### config.mk
export PLATFORM = sky130hd
export DESIGN_NAME = n_port_alloc_ctrl_flat
export DESIGN_NICKNAME = d
export VERILOG_FILES = /design/src/rtl/n_port_alloc_if.sv /design/src/rtl/n_port_alloc_ctrl.sv /design/src/flat_wrapper.sv
export SDC_FILE = /design/constraint.sdc
export NUM_CORES = 1
export LEC_CHECK = 0
export CAP_MARGIN = 25
export CORE_AREA = 2 2 49 51
export CTS_BUF_LIST = sky130_fd_sc_hd__clkbuf_8 sky130_fd_sc_hd__clkbuf_16
export DETAILED_ROUTE_END_ITERATION = 10
export DIE_AREA = 0 0 51 53
export PLACE_DENSITY = 0.73
export SYNTH_ARGS = -nofsm -noshare
export SYNTH_HDL_FRONTEND = slang
export SYNTH_SLANG_ARGS = --single-unit
### constraint.sdc
create_clock -name clk -period 3 [get_ports clk]
set_input_delay 0.6 -clock clk [delete_from_list [all_inputs] [get_ports clk]]
set_output_delay 0.6 -clock clk [all_outputs]
set_load 0.005 [all_outputs]
### src/rtl/n_port_alloc_if.sv
// Port bundle for the north output allocator: per-input head-flit info,
// downstream credit return, and the allocator's grant/select/status outputs.
interface n_port_alloc_if #(
    parameter int CNT_W = 3
);
    logic [2:0]       s_nexthop_addr_i;
    logic [2:0]       w_nexthop_addr_i;
    logic [2:0]       e_nexthop_addr_i;
    logic [2:0]       l_nexthop_addr_i;
    logic             s_valid_i;
    logic             w_valid_i;
    logic             e_valid_i;
    logic             l_valid_i;
    logic             s_tail_i;
    logic             w_tail_i;
    logic             e_tail_i;
    logic             l_tail_i;
    logic             credit_return_i;

    logic [3:0]       alloc_grant_o;
    logic [2:0]       xbar_sel_o;
    logic             flit_fire_o;
    logic             rr_change_order_o;
    logic [CNT_W-1:0] credit_cnt_o;
    logic             credit_err_o;
    logic             busy_o;
    logic             wdog_timeout_o;

    modport master (
        output s_nexthop_addr_i, w_nexthop_addr_i, e_nexthop_addr_i, l_nexthop_addr_i,
        output s_valid_i, w_valid_i, e_valid_i, l_valid_i,
        output s_tail_i, w_tail_i, e_tail_i, l_tail_i,
        output credit_return_i,
        input  alloc_grant_o, xbar_sel_o, flit_fire_o, rr_change_order_o,
        input  credit_cnt_o, credit_err_o, busy_o, wdog_timeout_o
    );

    modport slave (
        input  s_nexthop_addr_i, w_nexthop_addr_i, e_nexthop_addr_i, l_nexthop_addr_i,
        input  s_valid_i, w_valid_i, e_valid_i, l_valid_i,
        input  s_tail_i, w_tail_i, e_tail_i, l_tail_i,
        input  credit_return_i,
        output alloc_grant_o, xbar_sel_o, flit_fire_o, rr_change_order_o,
        output credit_cnt_o, credit_err_o, busy_o, wdog_timeout_o
    );
endinterface

### src/rtl/n_port_alloc_ctrl.sv
// North output port allocator: round-robin packet arbitration, path lock until tail,
// downstream credit tracking. Optional stall watchdog built with N_ALLOC_WATCHDOG_EN.
//
//   state | meaning
//   IDLE  | no owner; pick a north-bound requester when credits are available
//   LOCK  | path locked to owner; flits fire while owner valid and credits > 0
module n_port_alloc_ctrl #(
    parameter logic [2:0] N_ADDR       = 3'b000,
    parameter int         CREDIT_DEPTH = 4,
    parameter int         CNT_W        = 3,
    parameter int         WDOG_CYCLES  = 16
) (
    input logic           clk,
    input logic           reset,
    n_port_alloc_if.slave bus
);
    localparam logic [0:0] IDLE = 1'b0;
    localparam logic [0:0] LOCK = 1'b1;

    localparam logic [CNT_W-1:0] CREDIT_MAX = CNT_W'(CREDIT_DEPTH);

    logic [0:0]       state;
    logic [1:0]       owner;
    logic [1:0]       ptr;
    logic             rr_pulse;
    logic [CNT_W-1:0] credit_cnt;
    logic             credit_err;

    logic [3:0] req;
    logic [3:0] valid_vec;
    logic [3:0] tail_vec;
    logic [1:0] winner;
    logic       winner_found;
    logic [1:0] idx;
    logic       credit_nz;
    logic       fire;
    logic       wdog_expire;
    logic       release_now;

    // index 0=S, 1=W, 2=E, 3=L
    assign valid_vec = {bus.l_valid_i, bus.e_valid_i, bus.w_valid_i, bus.s_valid_i};
    assign tail_vec  = {bus.l_tail_i, bus.e_tail_i, bus.w_tail_i, bus.s_tail_i};
    assign req[0]    = bus.s_valid_i && (bus.s_nexthop_addr_i == N_ADDR);
    assign req[1]    = bus.w_valid_i && (bus.w_nexthop_addr_i == N_ADDR);
    assign req[2]    = bus.e_valid_i && (bus.e_nexthop_addr_i == N_ADDR);
    assign req[3]    = bus.l_valid_i && (bus.l_nexthop_addr_i == N_ADDR);

    always_comb begin
        winner       = ptr;
        winner_found = 1'b0;
        idx          = ptr;
        for (int i = 0; i < 4; i++) begin
            idx = ptr + 2'(i);
            if (!winner_found && req[idx]) begin
                winner       = idx;
                winner_found = 1'b1;
            end
        end
    end

    assign credit_nz   = (credit_cnt != '0);
    assign fire        = (state == LOCK) && valid_vec[owner] && credit_nz;
    assign release_now = (fire && tail_vec[owner]) || wdog_expire;

    always_ff @(posedge clk) begin
        if (!reset) begin
            state      <= IDLE;
            owner      <= 2'd0;
            ptr        <= 2'd0;
            rr_pulse   <= 1'b0;
            credit_cnt <= CREDIT_MAX;
            credit_err <= 1'b0;
        end else begin
            rr_pulse <= 1'b0;
            case (state)
                IDLE: begin
                    if (winner_found && credit_nz) begin
                        owner <= winner;
                        state <= LOCK;
                    end
                end
                default: begin
                    if (release_now) begin
                        state    <= IDLE;
                        ptr      <= owner + 2'd1;
                        rr_pulse <= 1'b1;
                    end
                end
            endcase

            // simultaneous fire and return cancel out
            case ({bus.credit_return_i, fire})
                2'b10: begin
                    if (credit_cnt == CREDIT_MAX) credit_err <= 1'b1;
                    else                          credit_cnt <= credit_cnt + 1'b1;
                end
                2'b01:   credit_cnt <= credit_cnt - 1'b1;
                default: credit_cnt <= credit_cnt;
            endcase
        end
    end

`ifdef N_ALLOC_WATCHDOG_EN
    localparam int SW = $clog2(WDOG_CYCLES + 1);

    logic [SW-1:0] stall_cnt;
    logic          wdog_pulse;

    // expires on the WDOG_CYCLES-th consecutive stalled LOCK cycle
    assign wdog_expire = (state == LOCK) && !fire && (stall_cnt == SW'(WDOG_CYCLES - 1));

    always_ff @(posedge clk) begin
        if (!reset) begin
            stall_cnt  <= '0;
            wdog_pulse <= 1'b0;
        end else begin
            wdog_pulse <= wdog_expire;
            if (state != LOCK || fire || wdog_expire) stall_cnt <= '0;
            else                                      stall_cnt <= stall_cnt + 1'b1;
        end
    end

    assign bus.wdog_timeout_o = wdog_pulse;
`else
    logic wdog_param_unused;

    assign wdog_expire        = 1'b0;
    assign wdog_param_unused  = (WDOG_CYCLES == 0);
    assign bus.wdog_timeout_o = 1'b0;
`endif

    assign bus.alloc_grant_o     = (state == LOCK) ? (4'b1000 >> owner) : 4'b0000;
    assign bus.xbar_sel_o        = (state == LOCK) ? ({1'b0, owner} + 3'd1) : 3'd0;
    assign bus.flit_fire_o       = fire;
    assign bus.rr_change_order_o = rr_pulse;
    assign bus.credit_cnt_o      = credit_cnt;
    assign bus.credit_err_o      = credit_err;
    assign bus.busy_o            = (state == LOCK);
endmodule

### src/flat_wrapper.sv
// flat-port wrapper written by rule: the top's interface ports become plain ports
module n_port_alloc_ctrl_flat 
#(
    parameter logic [2:0] N_ADDR       = 3'b000,
    parameter int         CREDIT_DEPTH = 4,
    parameter int         CNT_W        = 3,
    parameter int         WDOG_CYCLES  = 16
)
  (clk, reset, bus_s_nexthop_addr_i, bus_w_nexthop_addr_i, bus_e_nexthop_addr_i, bus_l_nexthop_addr_i, bus_s_valid_i, bus_w_valid_i, bus_e_valid_i, bus_l_valid_i, bus_s_tail_i, bus_w_tail_i, bus_e_tail_i, bus_l_tail_i, bus_credit_return_i, bus_alloc_grant_o, bus_xbar_sel_o, bus_flit_fire_o, bus_rr_change_order_o, bus_credit_cnt_o, bus_credit_err_o, bus_busy_o, bus_wdog_timeout_o);
  n_port_alloc_if #(.CNT_W(CNT_W)) bus_i ();
  input logic clk;
  input logic reset;
  input wire logic [$bits(bus_i.s_nexthop_addr_i)-1:0] bus_s_nexthop_addr_i;
  input wire logic [$bits(bus_i.w_nexthop_addr_i)-1:0] bus_w_nexthop_addr_i;
  input wire logic [$bits(bus_i.e_nexthop_addr_i)-1:0] bus_e_nexthop_addr_i;
  input wire logic [$bits(bus_i.l_nexthop_addr_i)-1:0] bus_l_nexthop_addr_i;
  input wire logic [$bits(bus_i.s_valid_i)-1:0] bus_s_valid_i;
  input wire logic [$bits(bus_i.w_valid_i)-1:0] bus_w_valid_i;
  input wire logic [$bits(bus_i.e_valid_i)-1:0] bus_e_valid_i;
  input wire logic [$bits(bus_i.l_valid_i)-1:0] bus_l_valid_i;
  input wire logic [$bits(bus_i.s_tail_i)-1:0] bus_s_tail_i;
  input wire logic [$bits(bus_i.w_tail_i)-1:0] bus_w_tail_i;
  input wire logic [$bits(bus_i.e_tail_i)-1:0] bus_e_tail_i;
  input wire logic [$bits(bus_i.l_tail_i)-1:0] bus_l_tail_i;
  input wire logic [$bits(bus_i.credit_return_i)-1:0] bus_credit_return_i;
  output wire logic [$bits(bus_i.alloc_grant_o)-1:0] bus_alloc_grant_o;
  output wire logic [$bits(bus_i.xbar_sel_o)-1:0] bus_xbar_sel_o;
  output wire logic [$bits(bus_i.flit_fire_o)-1:0] bus_flit_fire_o;
  output wire logic [$bits(bus_i.rr_change_order_o)-1:0] bus_rr_change_order_o;
  output wire logic [$bits(bus_i.credit_cnt_o)-1:0] bus_credit_cnt_o;
  output wire logic [$bits(bus_i.credit_err_o)-1:0] bus_credit_err_o;
  output wire logic [$bits(bus_i.busy_o)-1:0] bus_busy_o;
  output wire logic [$bits(bus_i.wdog_timeout_o)-1:0] bus_wdog_timeout_o;
  assign bus_i.s_nexthop_addr_i = bus_s_nexthop_addr_i;
  assign bus_i.w_nexthop_addr_i = bus_w_nexthop_addr_i;
  assign bus_i.e_nexthop_addr_i = bus_e_nexthop_addr_i;
  assign bus_i.l_nexthop_addr_i = bus_l_nexthop_addr_i;
  assign bus_i.s_valid_i = bus_s_valid_i;
  assign bus_i.w_valid_i = bus_w_valid_i;
  assign bus_i.e_valid_i = bus_e_valid_i;
  assign bus_i.l_valid_i = bus_l_valid_i;
  assign bus_i.s_tail_i = bus_s_tail_i;
  assign bus_i.w_tail_i = bus_w_tail_i;
  assign bus_i.e_tail_i = bus_e_tail_i;
  assign bus_i.l_tail_i = bus_l_tail_i;
  assign bus_i.credit_return_i = bus_credit_return_i;
  assign bus_alloc_grant_o = bus_i.alloc_grant_o;
  assign bus_xbar_sel_o = bus_i.xbar_sel_o;
  assign bus_flit_fire_o = bus_i.flit_fire_o;
  assign bus_rr_change_order_o = bus_i.rr_change_order_o;
  assign bus_credit_cnt_o = bus_i.credit_cnt_o;
  assign bus_credit_err_o = bus_i.credit_err_o;
  assign bus_busy_o = bus_i.busy_o;
  assign bus_wdog_timeout_o = bus_i.wdog_timeout_o;
  n_port_alloc_ctrl #(.N_ADDR(N_ADDR), .CREDIT_DEPTH(CREDIT_DEPTH), .CNT_W(CNT_W), .WDOG_CYCLES(WDOG_CYCLES)) u_core (.clk(clk), .reset(reset), .bus(bus_i));
endmodule
==> summary by stage <==
Status
The flow ran to the end, and the final reports show no timing, DRC or antenna violations.

Final layout
Across the whole layout, storage elements account for ~200 um2. The antenna diode count is 0. The area of combinational cells with multiple inputs is approximately 560 um2. The post-synthesis to final-layout area growth is 51.44%. Counting the fill cells in the layout gives 201. The number of nets in the finished design is 158.

Cells with a size suffix above 1 make up 13.18% of the layout. The post-route core utilization is between 50% and 60%.

Synthesis
The post-synthesis share of cell area spent on full adders, half adders and majority gates is 8.472%. The number of library cell types mapped by synthesis is 44. By area, the combinational part of the netlist is dominated by simple AND/OR/NAND/NOR gates.

The synthesized flop and latch total is 10. Counting flops with an async set or reset pin after synthesis yields a share of 0%. In the synthesized netlist the dominant register cell turns out to be dfxtp_1. Summing the sequential cell areas from Yosys gives around 24% of the chip area. Summing the areas of all compound-gate instances in the mapped netlist gives roughly 18% of the synthesized area. The number of flops mapped to enable cells by yosys is 0. The post-synthesis xor/xnor area fraction is 0%. The number of warnings issued by yosys is 0.

After technology mapping, the gate count stands at 92. The average cell area after synthesis is between 8 and 9 um2. The number of nets handed over by synthesis was 120.

In this run the cell area of the synthesized design comes to between 800 and 900 um2. Of the total synthesized cell area, the portion taken by AND, OR, NAND and NOR gates is between 20 and 30%. In the synthesized netlist, mux cells make up 11.35% of the area.

STA
At the pin with the least slew margin, the transition time is just over 0.5 ns. The final setup skew is 0.005342 ns. In the finished design, the share of the clock period the worst path needs comes to roughly 93%. The highest clock frequency the design can meet is about 360 MHz. The final count of hold timing violations came to 0. Setup repair after global routing left no endpoint under its margin. Summed over all failing endpoints, the final setup total negative slack is 0 ns. Setup violations remaining at the end of the flow were counted as 0. Headroom to the max-slew limit came out at roughly two thirds. The smallest clock period supported by the final layout is computed as 2.779 ns. The number of max-slew violations in the final report is 0.

Clocking
The total setup buffers inserted after CTS is 0. The number of clock buffers added by TritonCTS is 3. The clock slew at the register clock pins of the worst setup and hold paths is ~0.05 ns. The CTS tree is built. The number of levels in the clock H-tree is 1. The maximum number of buffers from clock root to sink is 2. The number of resized instances in the post-cts repair step is 0.

The count of clock tree sinks is 10. CTS placed an instance of clkbuf_8 at the clock tree root. For the worst-skew pair, the clock arrives at the later sink with an insertion delay of approximately 0.24 ns. The number of hold buffers added after CTS was 0.

Critical path
For the worst setup path, the data arrival time is ~2.2 ns. The critical path in this run is classified as in2out. The kind of end point of the critical path is a primary output. The worst endpoint required time is around 2.4 ns. STA classifies the critical path startpoint as an input port. The startpoint of the worst register-to-register path is u_core.bus.busy_o. The worst setup path startpoint is bus_e_valid_i.

In this run the worst path has a maximum fanout of 5.

Placed design
The final HPWL from detailed placement is about 1.6 mm. Input and output buffers added on the ports amount to 36. The final estimated routing congestion in global placement is roughly 0.8.

Floorplan
The die covers between 2000 and 3000 um2. In this run the count of I/O pins placed on the die edge is 38. Measured along the y axis, the die boundary spans between 50 and 60 um. The initial utilization of the core area, before any placement, comes to roughly two fifths.

The floorplan step defined a core boundary enclosing 2148 um2. The number of rows in the core area is 17. The floorplan die width is 51 um.

Power
For this design the static power due to leakage is 0.4676 nW. In this run the power density over the cells is approximately 340 nW/um2. The worst supply voltage drop on vdd is about 170 uV. After layout, the design draws a total of ~0.43 mW.

Min path
The path class of the tightest hold or removal check is reg2reg. The worst min-delay path startpoint is u_core.bus.credit_err_o.

Routing
The wire length after detailed routing is approximately 2 mm. In the final routed layout, each cell accounts on average for approximately 13 um. Dividing the detail-routed via count by the number of cells gives 5.248. After detailed routing, the number of remaining DRC violations is 0.

The detailed-routing iteration count for the pre-antenna-repair pass is 4. The number of DRC markers after the initial detailed-route iteration is 12. The detail route stage leaves a number of antenna-violating nets equal to 0. The detailed-route via count is roughly 820.

Global route
The pin count of the biggest net entering global routing is 16. The initial antenna violation count is 0. The global-route usage over all layers is between 10% and 20%. The total congestion overflow is 0. The first global-routing pass estimated around 3.5 mm of wire.

The number of global-route vias before repair is approximately 820.

Flow run
The number of violations of the max-capacitance limit is 0.
## report_power, final
part	leakage [nW]	switching [mW]	total [mW]	internal, mW
Sequential	0.0813	0.0119	0.152	0.141
Clock	0.0288	0.0523	0.168	0.115
Combinational	0.357	0.0429	0.112	0.0687
## cells in the mapped netlist, types with 2 or more instances
master	number	share of area, %
buf_4	2	1.8
o22ai_1	2	1.5
or4b_2	2	2.4
nand4_1	2	1.5
o311ai_0	3	3.2
o31ai_1	2	1.8
dfxtp_1	10	24
inv_1	7	3.2
nor4b_1	2	2.1
ha_1	4	6.1
nand2_1	5	2.3
nor2_1	7	3.2
nor4b_2	2	3.6
mux2i_1	3	3.6
a21oi_1	6	3.6
and2_1	5	3.8
## critical path, stage by stage
cell and delay, ns:
clkdlybuf4s50_1 0.43, mux4_2 0.56, nand2_4 0.12, inv_4 0.04
clkdlybuf4s50_1 0.43
## flip-flops by register name, indices dropped and copies added (netlist names)
register,flops
u_core.ptr,2
u_core.bus.credit_err_o,1
u_core.bus.busy_o,1
u_core.bus.credit_cnt_o,3
u_core.bus.rr_change_order_o,1
u_core.owner,2
## per-layer routing
metal / vias to the layer above / part of all wire, % / global-route usage, %
met5: - / 0 / 0
met4: 0 / 0.40 / 7.658
met3: 2 / 4.9 / 3.955
met2: 28 / 53 / 33.77
met1: 379 / 42 / 17.21
li1: 415 / - / -
## final timing paths
check	to	slack [ns]	cells past startpoint
hold / removal	u_core.bus.credit_err_o	0.49	2
setup reg to reg	u_core.bus.credit_cnt_o[2]	0.61	7
setup / recovery	bus_flit_fire_o	0.22	5
hold reg to reg	u_core.bus.credit_err_o	0.49	2
## metrics by stage
step | instance area [um2] | instances | setup WS, ns | hold WS, ns
6_report | 1252 | 157 | 0.2210 | 0.4903
4_1_cts | 1252 | 157 | 0.2216 | 0.4841
2_1_floorplan | 827.0 | 92 | 0.6521 | 0.4605
3_3_place_gp | 1197 | 153 | 0.1142 | 0.4794
3_5_place_dp | 1197 | 153 | 0.05799 | 0.4728
5_1_grt | 1252 | 157 | 0.1629 | 0.5042
## cells by family after synthesis
logic type                 after synthesis
and+or+nand+nor                         37
AOI/OAI and AO/OA                       21
adders and majority gates                5
muxes                                    6
buffers and inverters                   12
other                                    1
DFF                                     10
## layout make-up
type / count / area share (%)
repair buffers: 37 / 29.37
clock buffers: 4 / 4.396
multi-input cells: 70 / 44.86
flip-flops and latches: 10 / 15.98
inverters: 8 / 2.597
well taps: 28 / 2.797
## placed cells by master (no fill, tap or decap), types with 2 or more instances in the layout
cell type,synthesis,routed
clkdlybuf4s50_1,0,36
dfxtp_1,10,10
inv_1,7,7
nor2_1,7,7
a21oi_1,6,6
and2_1,5,5
nand2_1,5,5
ha_1,4,4
clkbuf_8,1,4
o311ai_0,3,3
mux2i_1,3,3
or4b_2,2,2
nor4b_2,2,2
o22ai_1,2,2
nor4b_1,2,2
o31ai_1,2,2
nand4_1,2,2
Note: power is estimated with default switching activity, not from simulation.
==> edit (same settings) <==
`CNT_W` is set to 3 in 3 places; all go to 6.
--- a/src/rtl/n_port_alloc_if.sv
+++ b/src/rtl/n_port_alloc_if.sv
@@ -3,3 +3,3 @@
 interface n_port_alloc_if #(
-    parameter int CNT_W = 3
+    parameter int CNT_W = 6
 );
--- a/src/rtl/n_port_alloc_ctrl.sv
+++ b/src/rtl/n_port_alloc_ctrl.sv
@@ -9,3 +9,3 @@
     parameter int         CREDIT_DEPTH = 4,
-    parameter int         CNT_W        = 3,
+    parameter int         CNT_W        = 6,
     parameter int         WDOG_CYCLES  = 16
--- a/src/flat_wrapper.sv
+++ b/src/flat_wrapper.sv
@@ -5,3 +5,3 @@
     parameter int         CREDIT_DEPTH = 4,
-    parameter int         CNT_W        = 3,
+    parameter int         CNT_W        = 6,
     parameter int         WDOG_CYCLES  = 16
Interface: changed (resized bus_credit_cnt_o); port bits go from 38 to 41. No check against the original RTL was run, so the function may have changed too.
==> edit against the unedited design <==
- final area is 23% higher
- wire length is 34% higher
- die area stayed put
- sequential cell count is 3 higher
- via count is 37% higher
- cell count is 25% higher
- area after synthesis is 30% higher
- maximum frequency is 2.8% lower
- total power is 26% higher
- worst setup slack worse by 0.079 ns
- worst hold slack worse by 0.011 ns
- critical path type unchanged
==> edit: results (changes against the unedited design) <==
metric;value;unit;change
outcome;complete, no violations;;
post_synth_most_frequent_cells;sky130_fd_sc_hd__dfxtp_1, sky130_fd_sc_hd__nand2_1, sky130_fd_sc_hd__and2_1, sky130_fd_sc_hd__nor2_1, sky130_fd_sc_hd__a21oi_1;;
numClockSinks;13;;+3
globalRouteMet1Util;30.5;%;+13 points
synth_cell_types;52;;+18%
hpwlAfterDp;2.09;mm;+27%
mean_syn_cell_area;8.43;µm²;-6.2%
routed_length_on_met1;1.31;mm;+55%
grt.met2_usage;35.5;%;+1.7 points
reg2regPathDepth;10;;+3
num-clock-buffers;3;;-1
clk-power;0.000154;W;-8%
drt_wl_total;2.69;mm;+34%
multi_input_area;747;µm²;+33%
total_leakage_power;0.598;nW;+28%
finalWeightedCongestion;0.837;;+4.3%
nonClkBufAreaFrac;28.7;%;-0.64 points
max-slew-margin-rel;53.5;%;-11 points
adder_cell_fraction_of_synth_area;5.84;%;-2.6 points
syn-num-nets;155;;+29%
power_per_cell_area;354;mW/mm²;+2.8%
largest_register_ff_count;6;;+3
r2r-start;u_core.owner[0];;
worst_ir_drop_vdd;0.000288;V;+69%
switchingPower;0.000165;W;+54%
power_frac_seq;39.1;%;+3.8 points
worst_clock_skew;0.00389;ns;-0.00145 ns
critical_path_peak_fanout;4;;-1
postPlaceCellArea;0.00150;mm²;+25%
synth-compound-area-share;20.6;%;+2.6 points
timing.critical_path.arrival;2.26;ns;+0.08 ns
grt_use_total;22.2;%;+4.9 points
number_of_vias_after_detailed_routing;1126;;+37%
n_fill_cell;176;;-12%
post-route-min-period;2.86;ns;+0.0793 ns
finish.net_count;197;;+25%
first_global_vias;1030;;+25%
sh_seq_area;16.9;%;+0.90 points
syn-instance-count;127;;+38%
wire_length_of_the_first_global_routing_pass;4.58;mm;+32%
r2r_setup_slack;0.52;ns;-0.09 ns
clkcell_share;2.92;%;-1.5 points
pin_count_of_the_biggest_net_entering_global_routing;18;;+2
edit: kinds of logic (layout without fill, tap and decap cells):
kind of cell    after synthesis  in the layout
compound gates               29             29
mux                           5              5
buf+inv                      12             53
fa+ha+maj                     5              5
flops                        13             13
simple gates                 59             59
other cells                   1              1
xor+xnor                      3              3
edit: how the worst max path moves through the flow:
| stage | from | to |
|---|---|---|
| 3_3_place_gp | bus_w_valid_i | u_core.bus.credit_cnt_o[2] |
| 4_1_cts | bus_w_valid_i | bus_flit_fire_o |
| 3_5_place_dp | bus_w_valid_i | u_core.bus.credit_cnt_o[2] |
| 5_1_grt | bus_e_valid_i | bus_flit_fire_o |
| 2_1_floorplan | bus_l_valid_i | u_core.bus.credit_cnt_o[2] |
| 6_report | bus_w_valid_i | bus_flit_fire_o |
edit: metrics by stage:
stage,util (%),hold slack (ns)
final,71.8,0.479
after global routing,71.8,0.529
after global placement,69.7,0.464
after CTS,71.8,0.489
after floorplan,-,0.465
after detailed placement,69.7,0.466
